### config.mk
export PLATFORM = sky130hd
export DESIGN_NAME = par3_ser
export DESIGN_NICKNAME = d
export VERILOG_FILES = /design/src/rtl/par3_ser.sv
export SDC_FILE = /design/constraint.sdc
export NUM_CORES = 1
export LEC_CHECK = 0
export CORE_ASPECT_RATIO = 1.75
export CORE_MARGIN = 10
export CORE_UTILIZATION = 49
export CTS_BUF_LIST = sky130_fd_sc_hd__clkbuf_16
export DETAILED_ROUTE_END_ITERATION = 12
export PLACE_DENSITY = 0.76
export SLEW_MARGIN = 40
export SYNTH_ARGS = -nofsm -noshare
export SYNTH_HDL_FRONTEND = slang
export SYNTH_SLANG_ARGS = --single-unit
### constraint.sdc
create_clock -name clk -period 3.6 [get_ports clk]
set_clock_uncertainty 0.1 [all_clocks]
set_input_delay 0.54 -clock clk [delete_from_list [all_inputs] [get_ports clk]]
set_output_delay 0.54 -clock clk [all_outputs]
set_load 0.01 [all_outputs]
### src/rtl/par3_ser.sv
// Serialises 3-sample words (y0, y1, y2) from a 2-deep FIFO onto a single 19-bit stream.
// Optional macro PAR3_SER_SAT_EN clamps every stored sample to 16'hFFFF.
module par3_ser (
  input  logic        clk,
  input  logic        rst,
  input  logic        in_valid,
  output logic        in_ready,
  input  logic [18:0] in_y0,
  input  logic [18:0] in_y1,
  input  logic [18:0] in_y2,
  output logic        out_valid,
  input  logic        out_ready,
  output logic [18:0] dout,
  output logic        out_last
);

  typedef enum logic [1:0] {StP0, StP1, StP2} phase_e;

  phase_e            phase_q, phase_d;
  logic [2:0][18:0]  word_q [2];
  logic              wr_ptr_q, rd_ptr_q;
  logic [1:0]        count_q, count_d;
  logic              push, pop, retire;
  logic [2:0][18:0]  head;

  function automatic logic [18:0] sat(input logic [18:0] x);
`ifdef PAR3_SER_SAT_EN
    sat = (x > 19'h0FFFF) ? 19'h0FFFF : x;
`else
    sat = x;
`endif
  endfunction

  always_comb begin
    out_valid = (count_q != 2'd0);
    pop       = out_valid && out_ready;
    retire    = pop && (phase_q == StP2);
    // A full FIFO can still take a word when its head retires this cycle.
    in_ready  = !rst && ((count_q != 2'd2) || retire);
    push      = in_valid && in_ready;
    count_d   = count_q + {1'b0, push} - {1'b0, retire};

    phase_d = phase_q;
    if (pop) begin
      case (phase_q)
        StP0:    phase_d = StP1;
        StP1:    phase_d = StP2;
        default: phase_d = StP0;
      endcase
    end

    head     = word_q[rd_ptr_q];
    dout     = '0;
    out_last = 1'b0;
    if (out_valid) begin
      case (phase_q)
        StP0:    dout = head[0];
        StP1:    dout = head[1];
        StP2:    dout = head[2];
        default: dout = '0;
      endcase
      out_last = (phase_q == StP2);
    end
  end

  always_ff @(posedge clk or posedge rst) begin
    if (rst) begin
      phase_q   <= StP0;
      count_q   <= 2'd0;
      wr_ptr_q  <= 1'b0;
      rd_ptr_q  <= 1'b0;
      word_q[0] <= '0;
      word_q[1] <= '0;
    end else begin
      phase_q <= phase_d;
      count_q <= count_d;
      if (push) begin
        word_q[wr_ptr_q] <= {sat(in_y2), sat(in_y1), sat(in_y0)};
        wr_ptr_q         <= ~wr_ptr_q;
      end
      if (retire) begin
        rd_ptr_q <= ~rd_ptr_q;
      end
    end
  end

endmodule

==> results.toml <==
[setup_path]
rr_worst_depth = 9
reg2reg_to = "count_q[1]"
r2r_start = "phase_q[0]"
cp-startpoint = "phase_q[0]"
critPathRequiredTime_ns = 2.96
endpoint_kind = "primary output"
crit_arrival_ns = 2.46
cp_max_fo = 23
critical_path_class = "flip-flop to primary output"
critPathLaunchType = "flip-flop"
rrSetupSlack_ns = 1.24

[timing]
maxSlewViolCount = 0
tns_ns = 0
hold_violations = 0
hold_slack_ns = 0.382
period_share = 0.860
worst_pin_slew_ns = 0.644
setup_viol = 0
period_minus_slack_ns = 3.10
rsz0062_at_grt = "false"
fmaxAchievable_mhz = 323
slew_headroom = 0.571

[clock_tree]
ctsHoldBuffers = 0
cts_tree = "yes"
htree_levels = 4
clockRootBuffer = "clkbuf_16"
numClockSinks = 120
clkTransAtPathRegs_ns = 0.05
postCtsSetupBuffers = 0
cts_resized = 0
clkLatencyLatePin_ns = 0.41
cts-buffers-inserted = 17
clock_tree.buffer_depth = 2

[power_and_ir_drop]
power_frac_seq = 0.365
peakVddDrop_mv = 0.515
p_int_mw = 4.71
power.total_mw = 6.77
p_sw_mw = 2.06
p_leak_nw = 2.97
pwr_density_cell_mw_per_mm2 = 969
p_comb_frac = 0.395
switching_share = 0.304
pwr-share-clk = 0.240

[global_route]
grtUsageTotal = 0.163
grt_pass1_wl_um = 20000
overflow = 0
first_global_vias = 3823
antenna_found_initial = 0
grt_max_degree = 121

[worst_hold_path]
hold_path.class = "flip-flop to flip-flop"
hold_path_depth = 1
min_to = "word_q[84]"
hp-start = "word_q[84]"

[outcome]
status = "finished clean"

[floorplanning]
dieArea_mm2 = 0.0159
initial_core_util = 0.504
pin_count = 83
die_h_um = 160
floorplan.rows = 50
die_width_um = 99.8
core-area_mm2 = 0.0108

[synthesis]
synth_cell_type_count = 28
synth_top_cells_by_area = "dfrtp_1 55%, mux2_2 17%, mux4_2 7.8%"
ys_ff_latch = 120
synth_area_mm2 = 0.00546
ys_warn_count = 0
synth_top_area_frac = 0.550
synth_top_cell_by_area = "dfrtp_1"
synthesis.nets = 425
avgSynthCellArea_um2 = 15.1
synthCells = 362
seq_area_frac_synth = 0.550

[drt]
wire_per_inst_um = 20.7
remaining_drc_errors = 0
ant_nets = 0
drt_iter0_drc = 79
firstDrtPassIters = 4
via_per_inst = 5.54
vias = 3282
wl_um = 12300

[cells_and_area]
filler_cell_count = 810
drive_above_1_share = 0.307
antennaDiodeCount = 0
fin_nets = 512
mostFrequentLayoutCell = "dfrtp_1"
area_growth_pct = 28.1
most-common-layout-cells = "119 x dfrtp_1, 84 x mux2_2, 82 x clkdlybuf4s50_1"

[place]
io_buffers = 82
place_hpwl_um = 8460
gp_congestion = 0.730

[flow_run]
drv_cap = 0
==> cells in the mapped netlist, drive strengths merged <==
library cell and count:
dfrtp 120, mux2 114, inv 24, buf 20, mux2i 19, mux4 19, o22ai 19, nand2b 4
clkbuf 3, a211oi 2, ha 2, nand2 2, o21ai 2, xnor2 2, xor2 2, a2111oi 1
a21o 1, a21oi 1, and2b 1, nand3b 1, nor2 1, nor3 1, or2 1
==> kinds of logic (layout without fill, tap and decap cells) <==
family / count (synthesis) / after routing / synth area share
buffers and inverters: 47 / 147 / 0.0415
AND/OR/NAND/NOR: 11 / 11 / 0.0138
AO/OA/AOI/OAI: 26 / 26 / 0.0346
multiplexers: 152 / 152 / 0.349
adder cells (fa/ha/maj): 2 / 2 / 0.00459
XOR/XNOR: 4 / 4 / 0.00642
flip-flops: 120 / 120 / 0.550
==> layer usage <==
layer,share of wire,GRT usage
met1,0.35,0.157
met2,0.59,0.306
met3,0.040,0.0499
met4,0.020,0.0596
met5,0,0
==> registers in the layout, summed over array words and instances (netlist names) <==
name and cells:
count_q 2, word_q 114, rd_ptr_q 1, wr_ptr_q 1, phase_q 2
==> worst max path at each step <==
stage | endpoint | slack [ns] | depth (start not counted)
after floorplan | dout[0] | 1.43 | 5
after global placement | dout[16] | 0.93 | 5
after detailed placement | count_q[1] | 0.88 | 9
after CTS | dout[16] | 0.46 | 5
after global routing | dout[2] | 0.37 | 5
final | dout[16] | 0.50 | 5
==> layout make-up <==
| class | instances | area, um2 | share of cell area |
|---|---|---|---|
| clock buffer | 17 | 425 | 0.0609 |
| clock inverter | 15 | 143 | 0.0204 |
| inverter | 24 | 93.8 | 0.0134 |
| multi-input combinational | 195 | 2230 | 0.320 |
| sequential | 120 | 3000 | 0.430 |
| tap | 130 | 163 | 0.0233 |
| timing repair buffer | 91 | 926 | 0.132 |
==> critical path, cell delays in order (launching register included) <==
cell	delay (ns)
dfrtp_1	0.34
buf_4	0.40
mux4_2	0.56
inv_1	0.14
o22ai_1	0.09
clkdlybuf4s50_1	0.51
==> power by group through the flow <==
| stage | Sequential [mW] | Clock, mW | Combinational (mW) |
|---|---|---|---|
| after detailed placement | 2.50 | 0 | 2.73 |
| after global routing | 2.57 | 1.72 | 2.91 |
| after CTS | 2.48 | 1.65 | 2.74 |
| final | 2.47 | 1.62 | 2.68 |
| after floorplan | 2.29 | 0 | 1.87 |
| after global placement | 2.44 | 0 | 2.66 |
==> metrics by stage <==
step                      utilization  instances  setup slack (ns)  area [um2]
after floorplan                     -        362              1.43        5460
after global placement          0.593        560             0.927        6420
after detailed placement        0.593        560             0.876        6420
after CTS                       0.646        592             0.462        6990
after global routing            0.646        592             0.372        6990
final                           0.646        592             0.505        6990
(Power assumes the default switching activity.)
